--- src/rtl/prv32_pkg.sv ---
// Shared definitions for the prv32 execute-stage branch logic:
// branch funct3 encodings and the branch-resolve FSM states.
package prv32_pkg;

  localparam logic [2:0] BR_BEQ  = 3'b000;
  localparam logic [2:0] BR_BNE  = 3'b001;
  localparam logic [2:0] BR_BLT  = 3'b100;
  localparam logic [2:0] BR_BGE  = 3'b101;
  localparam logic [2:0] BR_BLTU = 3'b110;
  localparam logic [2:0] BR_BGEU = 3'b111;

  typedef enum logic {
    ST_IDLE  = 1'b0,
    ST_FLUSH = 1'b1
  } br_state_e;

endpackage

--- src/rtl/prv32_br_cond.sv ---
// Combinational branch condition decoder: funct3 plus the SUB flags give taken/illegal.
// Kept separate so a future predictor-verify stage can reuse it.
module prv32_br_cond
  import prv32_pkg::*;
(
  input  logic [2:0] funct3_i,
  input  logic       cf_i,
  input  logic       zf_i,
  input  logic       vf_i,
  input  logic       sf_i,
  output logic       taken_o,
  output logic       illegal_o
);

  // cf follows the carry-out convention, so cf=1 means a>=b unsigned
  always_comb begin
    taken_o   = 1'b0;
    illegal_o = 1'b0;
    case (funct3_i)
      BR_BEQ:  taken_o = zf_i;
      BR_BNE:  taken_o = ~zf_i;
      BR_BLT:  taken_o = sf_i ^ vf_i;
      BR_BGE:  taken_o = ~(sf_i ^ vf_i);
      BR_BLTU: taken_o = ~cf_i;
      BR_BGEU: taken_o = cf_i;
      default: illegal_o = 1'b1;
    endcase
  end

endmodule

--- src/rtl/prv32_branch_resolve.sv ---
// Execute-stage branch/jump resolution: registered redirect, multi-cycle front-end
// flush and saturating branch statistics. Static prediction is not-taken.
module prv32_branch_resolve
  import prv32_pkg::*;
#(
  parameter int FLUSH_CYCLES = 2,
  parameter int CNT_W        = 32
) (
  input  logic             clk,
  input  logic             rst_n,
  input  logic             stall_i,
  input  logic             br_valid_i,
  input  logic             jal_i,
  input  logic             jalr_i,
  input  logic [2:0]       funct3_i,
  input  logic             cf_i,
  input  logic             zf_i,
  input  logic             vf_i,
  input  logic             sf_i,
  input  logic [31:0]      pc_i,
  input  logic [31:0]      imm_i,
  input  logic [31:0]      alu_r_i,
  output logic             redirect_o,
  output logic [31:0]      target_o,
  output logic             flush_o,
  output logic             illegal_br_o,
  output logic [CNT_W-1:0] br_cnt_o,
  output logic [CNT_W-1:0] taken_cnt_o
);

  localparam logic [2:0] FLUSH_LOAD = 3'(FLUSH_CYCLES - 1);

  br_state_e   state, state_next;
  logic [2:0]  flush_cnt;
  logic        cond_taken, cond_illegal;
  logic        accept, br_acc, br_taken, take;
  logic [31:0] next_target;

  prv32_br_cond u_cond (
    .funct3_i  (funct3_i),
    .cf_i      (cf_i),
    .zf_i      (zf_i),
    .vf_i      (vf_i),
    .sf_i      (sf_i),
    .taken_o   (cond_taken),
    .illegal_o (cond_illegal)
  );

  // Inputs seen during a flush belong to squashed wrong-path instructions
  assign accept      = (br_valid_i | jal_i | jalr_i) & ~stall_i & (state == ST_IDLE);
  assign br_acc      = accept & br_valid_i;
  assign br_taken    = br_acc & cond_taken;
  assign take        = br_taken | (accept & (jal_i | jalr_i));
  assign next_target = jalr_i ? (alu_r_i & ~32'd1) : (pc_i + imm_i);

  always_ff @(posedge clk or negedge rst_n) begin
    if (!rst_n) begin
      state <= ST_IDLE;
    end else begin
      state <= state_next;
    end
  end

  always_comb begin
    state_next = state;
    case (state)
      ST_IDLE:  if (take) state_next = ST_FLUSH;
      ST_FLUSH: if (flush_cnt == 3'd0) state_next = ST_IDLE;
      default:  state_next = ST_IDLE;
    endcase
  end

  always_comb begin
    flush_o = (state == ST_FLUSH);
  end

  always_ff @(posedge clk or negedge rst_n) begin
    if (!rst_n) begin
      flush_cnt    <= 3'd0;
      redirect_o   <= 1'b0;
      target_o     <= 32'd0;
      illegal_br_o <= 1'b0;
      br_cnt_o     <= '0;
      taken_cnt_o  <= '0;
    end else begin
      redirect_o   <= take;
      illegal_br_o <= br_acc & cond_illegal;
      if (take) begin
        target_o  <= next_target;
        flush_cnt <= FLUSH_LOAD;
      end else if (state == ST_FLUSH && flush_cnt != 3'd0) begin
        flush_cnt <= flush_cnt - 3'd1;
      end
      // Statistics saturate rather than wrap
      if (br_acc && br_cnt_o != {CNT_W{1'b1}}) begin
        br_cnt_o <= br_cnt_o + 1'b1;
      end
      if (br_taken && taken_cnt_o != {CNT_W{1'b1}}) begin
        taken_cnt_o <= taken_cnt_o + 1'b1;
      end
    end
  end

endmodule

--- config.mk ---
export PLATFORM = sky130hd
export DESIGN_NAME = prv32_branch_resolve
export DESIGN_NICKNAME = d
export VERILOG_FILES = /design/src/rtl/prv32_pkg.sv /design/src/rtl/prv32_br_cond.sv /design/src/rtl/prv32_branch_resolve.sv
export SDC_FILE = /design/constraint.sdc
export NUM_CORES = 1
export LEC_CHECK = 0
export ABC_AREA = 1
export CAP_MARGIN = 20
export CORE_MARGIN = 1.5
export CORE_UTILIZATION = 40
export CTS_CLUSTER_SIZE = 14
export DETAILED_ROUTE_END_ITERATION = 12
export PLACE_DENSITY_LB_ADDON = 0.08
export REMOVE_ABC_BUFFERS = 1
export SLEW_MARGIN = 10
export SYNTH_ARGS = -nofsm -noshare
export SYNTH_HDL_FRONTEND = slang
export SYNTH_SLANG_ARGS = --single-unit
--- constraint.sdc ---
create_clock -name clk -period 3.8 [get_ports clk]
set_clock_uncertainty 0.05 [all_clocks]
set_input_delay 0.76 -clock clk [delete_from_list [all_inputs] [get_ports clk]]
set_output_delay 0.76 -clock clk [all_outputs]
set_load 0.02 [all_outputs]
==> impl_metrics.env <==
export IMPL_status="complete, no violations"
export IMPL_synth_compound_area_share_pct=4.794
export IMPL_synth_top_cell_area_share_pct=31.25
export IMPL_ys_types=36
export IMPL_syn_inst=1284
export IMPL_place_ws_ns=0.6757
export IMPL_synth_adder_area_share_pct=5.606
export IMPL_die_w_um=145.9
export IMPL_slew_violations=0
export IMPL_drt_iter0_drc=404
export IMPL_setup_tns_final_ns=0
export IMPL_top_layer_used="met4"
export IMPL_syn_to_final_growth_pct=31.98
export IMPL_fin_ws_ns=1.024
export IMPL_ctsResizeCount=0
export IMPL_synthMuxAreaShare_pct=0
export IMPL_first_pass_iters=5
export IMPL_clk_path_buf_depth=2
export IMPL_final_core_util_pct=53.63
export IMPL_diodes=0
export IMPL_hold_ws_ns=0.3977
export IMPL_cts_tree="built"
export IMPL_antenna_found_initial=0
export IMPL_cp_top_family="simple AND/OR/NAND/NOR gates"
export IMPL_cts_hold_buf=0
export IMPL_gp_congestion=0.8732
export IMPL_p_per_area_nw_per_um2=410.0
export IMPL_avgSynthCellArea_um2=6.362
export IMPL_place_inst=1744
export IMPL_setup_violations_final=0
export IMPL_finalHoldViolations=0
export IMPL_root_buffer="clkbuf_16"
export IMPL_die_area_um2=21290
export IMPL_required_ns=3.99
export IMPL_irDropWorstVdd_mv=0.2081
export IMPL_numCtsBuffers=9
export IMPL_crit_buf_inv=1
export IMPL_h_tree_depth=3
export IMPL_clock_latency_ns=0.35
export IMPL_synth_xor_area_share_pct=7.612
export IMPL_synth_ff_latch_count=102
export IMPL_end_kind="register"
export IMPL_drcViolationCount=0
export IMPL_slew_headroom_pct=36.17
export IMPL_crit_chain="clkdlybuf4s50_1 -> ha_1 -> fa_1 -> nand3_1 -> nand3_1 -> nand3_1 -> nand3_1 -> nand2_1 -> nand2_1 -> nand2_1 -> nand3_1 -> nand3_1 -> nand2_1"
export IMPL_drv_cap=0
export IMPL_synth_top_family_by_area="simple AND/OR/NAND/NOR gates"
export IMPL_routed_via_density=4.753
export IMPL_start_util_pct=40.63
export IMPL_grt_setup_unrepaired="false"
export IMPL_cts_clk_slew_worst_paths_ns=0.07
export IMPL_slowest_stage="fa_1"
export IMPL_post_route_period_util_pct=73.04
export IMPL_dpl_hpwl_um=18350
export IMPL_cp_arrival_ns=2.96
export IMPL_period_minus_slack_ns=2.776
export IMPL_antenna_left=0
export IMPL_critPathMostFrequentCell="nand3_1"
export IMPL_final_cell_count_no_fill=1760
export IMPL_yosysWarnings=0
export IMPL_synth_edf_count=0
export IMPL_nNetsFinal=1630
export IMPL_worst_pin_slew_ns=0.9575
export IMPL_synthSimpleGateAreaFrac_pct=41.02
export IMPL_grt_max_degree=63
export IMPL_grt_total_usage_pct=21.87
export IMPL_drive_gt1_share_pct=4.027
export IMPL_worstSetupPathType="in -> reg"
export IMPL_io_pins=208
export IMPL_wl_met1_um=10300
export IMPL_clock_sinks=102
export IMPL_num_vias=8365
export IMPL_num_rows=52
export IMPL_min_path_type="in -> async"
export IMPL_wire_per_inst_um=12.98
export IMPL_synth_area_um2=8169
export IMPL_grt_pass1_vias=7779
export IMPL_critPathMaxFanout=4
export IMPL_synth_main_ff_cell="dfrtp_1"
export IMPL_post_synth_top_count_cell="nand2_1"
export IMPL_io_buffers=206
export IMPL_netlist_top_cells_area="dfrtp_1 31%, nand2_1 24%, inv_1 7.8%"
export IMPL_synth_area_leader_cell="dfrtp_1"
export IMPL_coreArea_um2=20100
export IMPL_die_h_um=145.9
export IMPL_totalWireLength_um=22850
export IMPL_synthTopCellsByCount="530 x nand2_1, 170 x inv_1, 114 x nor2_1"
export IMPL_cp_start_kind="input port"
export IMPL_yosysSeqAreaShare_pct=31.25
export IMPL_wl_met2_um=11150
export IMPL_routed_wl_met3_um=740
export IMPL_leakage_nw=5.401
export IMPL_fmaxAchievable_mhz=360.3
export IMPL_slowest_delay_ns=0.48
export IMPL_overflow=0
export IMPL_grt_pass1_wl_um=37960
export IMPL_post_cts_setup_buffers=0
export IMPL_postSynth_asyncResetShare_pct=100.0
## layer usage
layer	global-route usage, %	vias up
li1	-	4389
met1	27.99	3751
met2	37.95	188
met3	1.912	37
met4	8.929	0
met5	0	-
## registers in the layout, summed over array words and instances, names as in the netlist
| name | cells |
|---|---|
| br_cnt_o | 32 |
| target_o | 32 |
| flush_o | 1 |
| illegal_br_o | 1 |
| taken_cnt_o | 32 |
| redirect_o | 1 |
| flush_cnt | 3 |
## cell usage in the layout (no fill, tap or decap), types with 2 or more instances in the layout
cell type	synthesis	routed
dfrtp_1	102	102
nand3b_1	5	5
xor2_1	40	40
nand4_1	15	15
o21bai_1	2	2
or2_2	13	13
clkbuf_16	0	9
nor2_2	4	4
xnor2_1	31	31
nor4_1	3	3
o21ai_0	17	17
ha_1	35	35
nor3_2	4	4
nor3_1	26	26
clkdlybuf4s50_1	0	205
o21ai_1	5	5
buf_4	0	6
nand2_2	4	4
nor2_4	2	2
a21oi_1	35	35
inv_1	170	170
nand3_1	80	80
inv_2	6	6
nor2_1	114	114
nand2_1	530	530
clkinvlp_4	0	3
o211ai_1	9	9
clkbuf_8	0	2
## cell families after synthesis
kind of cell	Yosys count
simple gates	805
flops	102
fa+ha+maj	36
xor+xnor	71
buf+inv	199
compound gates	71
## worst paths after layout
kind | start | endpoint | slack [ns] | cells past startpoint
setup / recovery | pc_i[0] | target_o[20] | 1.02 | 13
hold / removal | rst_n | taken_cnt_o[3] | 0.40 | 1
setup reg to reg | br_cnt_o[0] | br_cnt_o[13] | 1.52 | 8
hold reg to reg | target_o[13] | target_o[13] | 0.43 | 2
max in group asynchronous | rst_n | br_cnt_o[14] | 2.60 | 2
min in group clk | target_o[13] | target_o[13] | 0.43 | 2
## worst register-to-register path, stage by stage, from the launching register on
cell	delay [ns]
dfrtp_1	0.42
ha_1	0.23
inv_1	0.13
nor3_4	0.06
nand2_1	0.13
nor2_4	0.08
a21oi_2	0.72
nand2_1	0.17
xnor2_1	0.17
## where the power goes
part / switching [mW] / internal (mW)
Combinational: 1.11 / 0.858
Clock: 0.425 / 0.482
Sequential: 0.204 / 1.35
## per-stage QoR
stage | area [um^2] | total power, mW
final | 10780 | 4.421
after global routing | 10780 | 4.704
after CTS | 10780 | 4.468
after detailed placement | 10490 | 3.544
after global placement | 10490 | 3.526
after floorplan | 8039 | 2.627
## cell type report
type	instances	area, um^2
clock buffer	12	256.5
sequential	102	2552
multi-input combinational	983	4822
timing repair buffer	212	2117
inverter	177	664.4
tap	270	337.8
fill	2017	9323
clock inverter	4	31.28
Note: power is estimated with default switching activity, not from simulation.
